$ cat src/rtl/mc_ctrl_fsm_pkg.sv
// ============================================================================
// Module      : mc_ctrl_pkg
// Description : Shared encodings for the multicycle control sequencer:
//               FSM state codes, 4-bit opcodes (ORI/shift matched on [2:0]),
//               ALU operation and ALU operand-2 mux encodings, and the
//               DECODE-state dispatch function.
// Revision    : 1.0 - initial release
// ============================================================================
`default_nettype none

package mc_ctrl_pkg;

    // FSM state encoding
    localparam logic [2:0] ST_RST    = 3'd0;
    localparam logic [2:0] ST_FETCH  = 3'd1;
    localparam logic [2:0] ST_DECODE = 3'd2;
    localparam logic [2:0] ST_EXEC   = 3'd3;
    localparam logic [2:0] ST_MEM    = 3'd4;
    localparam logic [2:0] ST_BR     = 3'd5;
    localparam logic [2:0] ST_WB     = 3'd6;
    localparam logic [2:0] ST_HALT   = 3'd7;

    // Full 4-bit opcodes
    localparam logic [3:0] OP_LOAD  = 4'b0000;
    localparam logic [3:0] OP_STOP  = 4'b0001;
    localparam logic [3:0] OP_STORE = 4'b0010;
    localparam logic [3:0] OP_ADD   = 4'b0100;
    localparam logic [3:0] OP_BZ    = 4'b0101;
    localparam logic [3:0] OP_SUB   = 4'b0110;
    localparam logic [3:0] OP_NAND  = 4'b1000;
    localparam logic [3:0] OP_BNZ   = 4'b1001;
    localparam logic [3:0] OP_NOP   = 4'b1010;
    localparam logic [3:0] OP_BPZ   = 4'b1101;

    // ORI and shift ignore opcode[3]
    localparam logic [2:0] OP3_ORI   = 3'b111;
    localparam logic [2:0] OP3_SHIFT = 3'b011;

    // ALU operation encodings
    localparam logic [2:0] ALU_ADD   = 3'd0;
    localparam logic [2:0] ALU_SUB   = 3'd1;
    localparam logic [2:0] ALU_NAND  = 3'd3;
    localparam logic [2:0] ALU_OR    = 3'd4;
    localparam logic [2:0] ALU_SHIFT = 3'd5;

    // ALU operand-2 mux encodings
    localparam logic [2:0] A2_B     = 3'd0;
    localparam logic [2:0] A2_ONE   = 3'd1;
    localparam logic [2:0] A2_SIMM4 = 3'd2;
    localparam logic [2:0] A2_ZIMM5 = 3'd3;
    localparam logic [2:0] A2_IMM3  = 3'd4;

    function automatic logic is_ori(input logic [3:0] op);
        return (op[2:0] == OP3_ORI);
    endfunction

    function automatic logic is_shift(input logic [3:0] op);
        return (op[2:0] == OP3_SHIFT);
    endfunction

    // State following DECODE. Anything not recognised (nop and the
    // undefined codes) drops straight back to FETCH.
    function automatic logic [2:0] decode_next(input logic [3:0] op);
        logic [2:0] nxt;
        nxt = ST_FETCH;
        if (is_ori(op) || is_shift(op)) begin
            nxt = ST_EXEC;
        end else begin
            case (op)
                OP_LOAD, OP_STORE:       nxt = ST_MEM;
                OP_ADD, OP_SUB, OP_NAND: nxt = ST_EXEC;
                OP_BZ, OP_BNZ, OP_BPZ:   nxt = ST_BR;
                OP_STOP:                 nxt = ST_HALT;
                default:                 nxt = ST_FETCH;
            endcase
        end
        return nxt;
    endfunction

endpackage

`default_nettype wire

$ cat src/rtl/mc_ctrl_fsm_wb_decode.sv
// ============================================================================
// Module      : mc_wb_decode
// Description : Writeback-stage register-file control. Decodes the opcode
//               into RF write enable, write-address select and write-data
//               select; everything is forced low outside WB.
// Ports       : in_wb       - FSM is in the WB state
//               opcode      - IR[3:0]
//               rf_write_en - register-file write enable
//               regw_sel    - 1 = write reg 1 (ORI), 0 = R1 field
//               reg_in_sel  - 1 = MDR (load), 0 = ALUout
// Revision    : 1.0 - initial release
// ============================================================================
`default_nettype none

module mc_wb_decode
    import mc_ctrl_pkg::*;
(
    input  logic       in_wb,
    input  logic [3:0] opcode,
    output logic       rf_write_en,
    output logic       regw_sel,
    output logic       reg_in_sel
);

    // WB is only reachable from ALU ops and load, so every WB cycle writes.
    assign rf_write_en = in_wb;
    assign regw_sel    = in_wb & is_ori(opcode);
    assign reg_in_sel  = in_wb & (opcode == OP_LOAD);

endmodule

`default_nettype wire

$ cat src/rtl/mc_ctrl_fsm.sv
// ============================================================================
// Module      : mc_ctrl_fsm
// Description : Multicycle control sequencer for the 8-bit-instruction
//               processor. Steps each instruction through FETCH/DECODE/
//               EXEC|MEM|BR/WB, drives all datapath enables and mux selects
//               as a Moore decode of state + opcode, and tracks halt and
//               retired-instruction count (saturating).
// Ports       : clock, reset (sync, active-high); opcode, flag_n, flag_z in;
//               datapath strobes/selects, halted, retire, retire_cnt out.
// Revision    : 1.0 - initial release
// ============================================================================
`default_nettype none

module mc_ctrl_fsm
    import mc_ctrl_pkg::*;
#(
    parameter int CNT_W = 16
) (
    input  logic             clock,
    input  logic             reset,
    input  logic [3:0]       opcode,
    input  logic             flag_n,
    input  logic             flag_z,
    output logic             pc_write,
    output logic             addr_sel,
    output logic             mem_read,
    output logic             mem_write,
    output logic             ir_load,
    output logic             mdr_load,
    output logic             r1_sel,
    output logic             ab_load,
    output logic             alu1_sel,
    output logic [2:0]       alu2_sel,
    output logic [2:0]       alu_op,
    output logic             aluout_write,
    output logic             flag_write,
    output logic             rf_write,
    output logic             regw_sel,
    output logic             reg_in_sel,
    output logic             halted,
    output logic             retire,
    output logic [CNT_W-1:0] retire_cnt
);

    localparam logic [CNT_W-1:0] C_CNT_MAX = {CNT_W{1'b1}};
    localparam logic [CNT_W-1:0] C_CNT_ONE = {{(CNT_W-1){1'b0}}, 1'b1};

    logic [2:0]       r_state;
    logic [2:0]       w_next;
    logic [2:0]       w_dec_next;
    logic [CNT_W-1:0] r_cnt;

    assign w_dec_next = decode_next(opcode);

    always_ff @(posedge clock) begin
        if (reset) begin
            r_state <= ST_RST;
        end else begin
            r_state <= w_next;
        end
    end

    always_ff @(posedge clock) begin
        if (reset) begin
            r_cnt <= '0;
        end else if (retire && (r_cnt != C_CNT_MAX)) begin
            r_cnt <= r_cnt + C_CNT_ONE;
        end
    end

    assign retire_cnt = r_cnt;

    mc_wb_decode u_wb_decode (
        .in_wb       (r_state == ST_WB),
        .opcode      (opcode),
        .rf_write_en (rf_write),
        .regw_sel    (regw_sel),
        .reg_in_sel  (reg_in_sel)
    );

    always_comb begin
        w_next       = r_state;
        pc_write     = 1'b0;
        addr_sel     = 1'b0;
        mem_read     = 1'b0;
        mem_write    = 1'b0;
        ir_load      = 1'b0;
        mdr_load     = 1'b0;
        r1_sel       = 1'b0;
        ab_load      = 1'b0;
        alu1_sel     = 1'b0;
        alu2_sel     = A2_B;
        alu_op       = ALU_ADD;
        aluout_write = 1'b0;
        flag_write   = 1'b0;
        halted       = 1'b0;
        retire       = 1'b0;

        case (r_state)
            ST_RST: begin
                w_next = ST_FETCH;
            end
            ST_FETCH: begin
                // PC <= PC + 1 while the instruction is read into IR
                mem_read = 1'b1;
                addr_sel = 1'b1;
                ir_load  = 1'b1;
                alu2_sel = A2_ONE;
                pc_write = 1'b1;
                w_next   = ST_DECODE;
            end
            ST_DECODE: begin
                // Branch target PC + sext(imm4) is precomputed into ALUout
                ab_load      = 1'b1;
                r1_sel       = is_ori(opcode);
                alu2_sel     = A2_SIMM4;
                aluout_write = 1'b1;
                w_next       = w_dec_next;
                // nop/undefined complete here; stop retires on HALT entry
                retire       = (w_dec_next == ST_FETCH) || (w_dec_next == ST_HALT);
            end
            ST_EXEC: begin
                alu1_sel     = 1'b1;
                aluout_write = 1'b1;
                flag_write   = 1'b1;
                w_next       = ST_WB;
                if (opcode == OP_SUB) begin
                    alu_op = ALU_SUB;
                end else if (opcode == OP_NAND) begin
                    alu_op = ALU_NAND;
                end else if (is_ori(opcode)) begin
                    alu2_sel = A2_ZIMM5;
                    alu_op   = ALU_OR;
                end else if (is_shift(opcode)) begin
                    alu2_sel = A2_IMM3;
                    alu_op   = ALU_SHIFT;
                end
            end
            ST_MEM: begin
                if (opcode == OP_LOAD) begin
                    mem_read = 1'b1;
                    mdr_load = 1'b1;
                    w_next   = ST_WB;
                end else begin
                    mem_write = 1'b1;
                    retire    = 1'b1;
                    w_next    = ST_FETCH;
                end
            end
            ST_BR: begin
                alu2_sel = A2_SIMM4;
                retire   = 1'b1;
                w_next   = ST_FETCH;
                case (opcode)
                    OP_BZ:   pc_write = flag_z;
                    OP_BNZ:  pc_write = ~flag_z;
                    OP_BPZ:  pc_write = ~flag_n;
                    default: pc_write = 1'b0;
                endcase
            end
            ST_WB: begin
                retire = 1'b1;
                w_next = ST_FETCH;
            end
            ST_HALT: begin
                halted = 1'b1;
                w_next = ST_HALT;
            end
            default: begin
                w_next = ST_RST;
            end
        endcase
    end

endmodule

`default_nettype wire
$ cat config.mk
export PLATFORM = sky130hd
export DESIGN_NAME = mc_ctrl_fsm
export DESIGN_NICKNAME = d
export VERILOG_FILES = /design/src/rtl/mc_ctrl_fsm_pkg.sv /design/src/rtl/mc_ctrl_fsm_wb_decode.sv /design/src/rtl/mc_ctrl_fsm.sv
export SDC_FILE = /design/constraint.sdc
export NUM_CORES = 1
export LEC_CHECK = 0
export ABC_AREA = 1
export BUFFER_PORTS_ARGS = -buffer_cell sky130_fd_sc_hd__buf_2
export CORE_ASPECT_RATIO = 0.5
export CORE_UTILIZATION = 35
export DETAILED_ROUTE_END_ITERATION = 12
export HOLD_SLACK_MARGIN = 0.06
export MAX_ROUTING_LAYER = met4
export PLACE_DENSITY = 0.66
export SYNTH_ARGS = -nofsm -noshare
export SYNTH_HDL_FRONTEND = slang
export SYNTH_SLANG_ARGS = --single-unit
$ cat constraint.sdc
create_clock -name clock -period 2.9 [get_ports clock]
set_clock_uncertainty 0.1 [all_clocks]
set_input_delay 0.145 -clock clock [delete_from_list [all_inputs] [get_ports clock]]
set_output_delay 0.145 -clock clock [all_outputs]
set_load 0.05 [all_outputs]
==> reports/summary.txt <==
Final routed DRC violation total -> 0
Launch instance of the worst min-delay path -> reset
Slew headroom -> 68.9%
Clock slew at reported path FFs -> 0.07 ns
Final estimated routing congestion in global placement -> 0.836
Largest fanout on the critical path -> 19
DPL Wire Length -> 2.55 mm
Total wire length after detailed routing -> 3.43 mm
Final Slew Violations -> 0
Fraction of layout cells with a size suffix above 1 -> 21.8%
Capturing element type of the critical path -> output port
Count of cell types in the netlist -> 30
Initial DRT Pass Iterations -> 4
Type of element launching the critical path -> flip-flop
Total die area -> 4390 um2
Clock net sink count -> 19
Number of clock buffers inserted by TritonCTS -> 3
Final TNS setup -> 0 ns
Core region area -> 3920 um2
Starting Density -> 36.7%
Worst r2r src -> retire_cnt[0]$_SDFFE_PP0P_
Final Setup Violations -> 0
Hold violation total from the final report -> 0
Count of buffers added by post-CTS timing repair for setup -> 0
Post-layout nets -> 281
Worst-Margin Slew -> 0.462 ns
#FFs+latches synth -> 19
Main synth FF type -> dfxtp_1
Number of I/O pins -> 46
Place WS -> 1.07 ns
Sequential cell area fraction in the yosys report -> 26.4%
Number of global-route vias before repair -> 1231
Post-CTS resize count -> 0
Count of max-cap constraint violations -> 0
Maximum root-to-sink buffer count -> 2
Number of enable-type register cells in the synthesized netlist -> 0
Clock latency on the worst-skew pair -> 0.26 ns
Largest net degree at the start of global routing -> 20
Cell depth of the worst hold path -> 2
Clock tree from TritonCTS -> done
Average size of a mapped cell -> 6.24 um2
GRT Util Overall -> 16.5%
Synthesis-to-layout area growth -> 18.1%
Path type of the worst min-delay path -> in2reg
Maximum VDD drop -> 267 uV
Most frequent standard cell in the layout excluding fill and tap cells -> nand2_1
Required time worst endpoint -> 2.65 ns
Num rows -> 16
Quantity of hold-fixing buffers added after cts -> 0
Post-Synthesis Net Count -> 240
Final critical path time including I/O delays and setup -> 2.03 ns
CTS H-tree depth -> 1
Antenna violations before repair -> 0
R2r endpoint -> retire_cnt[6]$_SDFFE_PP0P_
Average routed wire per standard cell -> 10.6 um
Max frequency -> 492 MHz
Register-to-register path setup slack -> 1.04 ns
Port Buffers -> 45
Ratio of final minimum period to clock period -> 70.0%
Status -> complete, no violations
FFs w/ async S/R, synth -> 0%
Number of antenna cells inserted -> 0
Overflow left after global routing -> 0
RSZ-0062 raised after global routing -> false
Vias per cell -> 4.72
Hold EP -> retire_cnt[11]$_SDFFE_PP0P_
Iteration-0 DRC Markers -> 81
CTS Root Cell -> clkbuf_8
Horizontal die dimension -> 92.8 um
Worst Setup Slack, final -> 0.869 ns
Antenna Nets Post-Route -> 0
Warnings from Yosys -> 0
Signal arrival time at the worst endpoint -> 1.79 ns
Cell Area, Synth -> 1440 um2
Gate count of the mapped netlist -> 231
Total via count after detailed routing -> 1535
Global-route wire length before repair -> 5.57 mm
Leading cell types in the layout, fill and taps excluded -> 61 x nand2_1, 45 x buf_2, 30 x inv_1
Y dimension of the die -> 47.4 um
Type of the setup path with the least slack -> reg2out
Path depth of the worst reg2reg path -> 8
Leakage -> 0.821 nW
Power Dens Cells -> 456 nW/um2
-- area by class of cell --
| cell class | instances | area (um2) |
|---|---|---|
| well taps | 54 | 67.6 |
| flip-flops and latches | 19 | 380 |
| inverters | 31 | 116 |
| multi-input cells | 172 | 867 |
| clock buffers | 3 | 41.3 |
| fillers | 425 | 2220 |
| repair buffers | 45 | 225 |
| clock inverters | 1 | 5.00 |
-- critical path: stages, from the launching register on --
cell and delay [ns]:
dfxtp_1 0.37, inv_2 0.10, nand2_1 0.13, nor2_4 0.14, nand2_1 0.08, nor2_1 0.08
nand2_1 0.09, nand2_4 0.22, buf_2 0.32
-- power breakdown --
group          switching, W  internal [W]  leakage (nW)
sequential        0.0000162      0.000271         0.154
combinational      0.000239     0.0000614         0.642
clock             0.0000934     0.0000956        0.0255
total              0.000348      0.000428         0.821
-- worst max-delay path by stage --
stage                                    start                     endpoint  slack [ns]  cells past startpoint
detailed placement  retire_cnt[0]$_SDFFE_PP0P_   retire_cnt[6]$_SDFFE_PP0P_        1.07                      8
CTS                      r_state[2]$_SDFF_PP0_                       retire        0.85                      8
floorplan                r_state[0]$_SDFF_PP0_                  alu2_sel[2]        0.08                      4
global route             r_state[2]$_SDFF_PP0_                       retire        0.66                      8
global placement    retire_cnt[0]$_SDFFE_PP0P_  retire_cnt[13]$_SDFFE_PP0P_        1.11                      8
finish                   r_state[2]$_SDFF_PP0_                       retire        0.87                      8
-- synthesized netlist by cell type (2+ instances only) --
cell / count / share of area, %
nand2_1: 61 / 16
inv_1: 30 / 7.8
nor2_1: 29 / 7.6
nand3_1: 25 / 8.7
a21oi_1: 20 / 6.9
dfxtp_1: 19 / 26
nor3_1: 6 / 2.1
xor2_1: 6 / 3.6
nand4_1: 5 / 2.2
buf_4: 3 / 1.6
o21ai_0: 3 / 1.0
a21oi_2: 2 / 1.2
buf_6: 2 / 1.6
nand3b_1: 2 / 1.0
nor2_4: 2 / 1.6
xnor2_1: 2 / 1.2
-- kinds of logic (layout without fill, tap and decap cells) --
logic type,Yosys count,in the layout,synth area share (%)
buffers and inverters,40,80,13.5
AOI/OAI and AO/OA,28,28,10.8
and+or+nand+nor,135,135,43.7
DFF,19,19,26.4
adders and majority gates,1,1,0.868
xor gates and xnor gates,8,8,4.86
-- registers in the layout (all words and copies together), names as in the netlist --
register	flops
r_state	3
retire_cnt	16
-- through the flow --
stage | std cells | hold WS, ns | area [um2] | util, % | power (W)
floorplan | 231 | 0.324 | 1440 | - | 0.000548
finish | 325 | 0.183 | 1700 | 43.4 | 0.000776
global route | 325 | 0.186 | 1700 | 43.4 | 0.000821
global placement | 321 | 0.397 | 1660 | 42.2 | 0.000591
detailed placement | 321 | 0.404 | 1660 | 42.2 | 0.000592
CTS | 325 | 0.185 | 1700 | 43.4 | 0.000782
-- routing by layer --
metal / GRT usage [%] / up-vias / part of all wire, %
met3: 3.40 / 0 / 5.8
met5: - / - / 0
met4: 1.85 / 0 / 0
li1: - / 817 / -
met1: 21.6 / 672 / 51
met2: 27.7 / 46 / 44
Note: power is estimated with default switching activity, not from simulation.
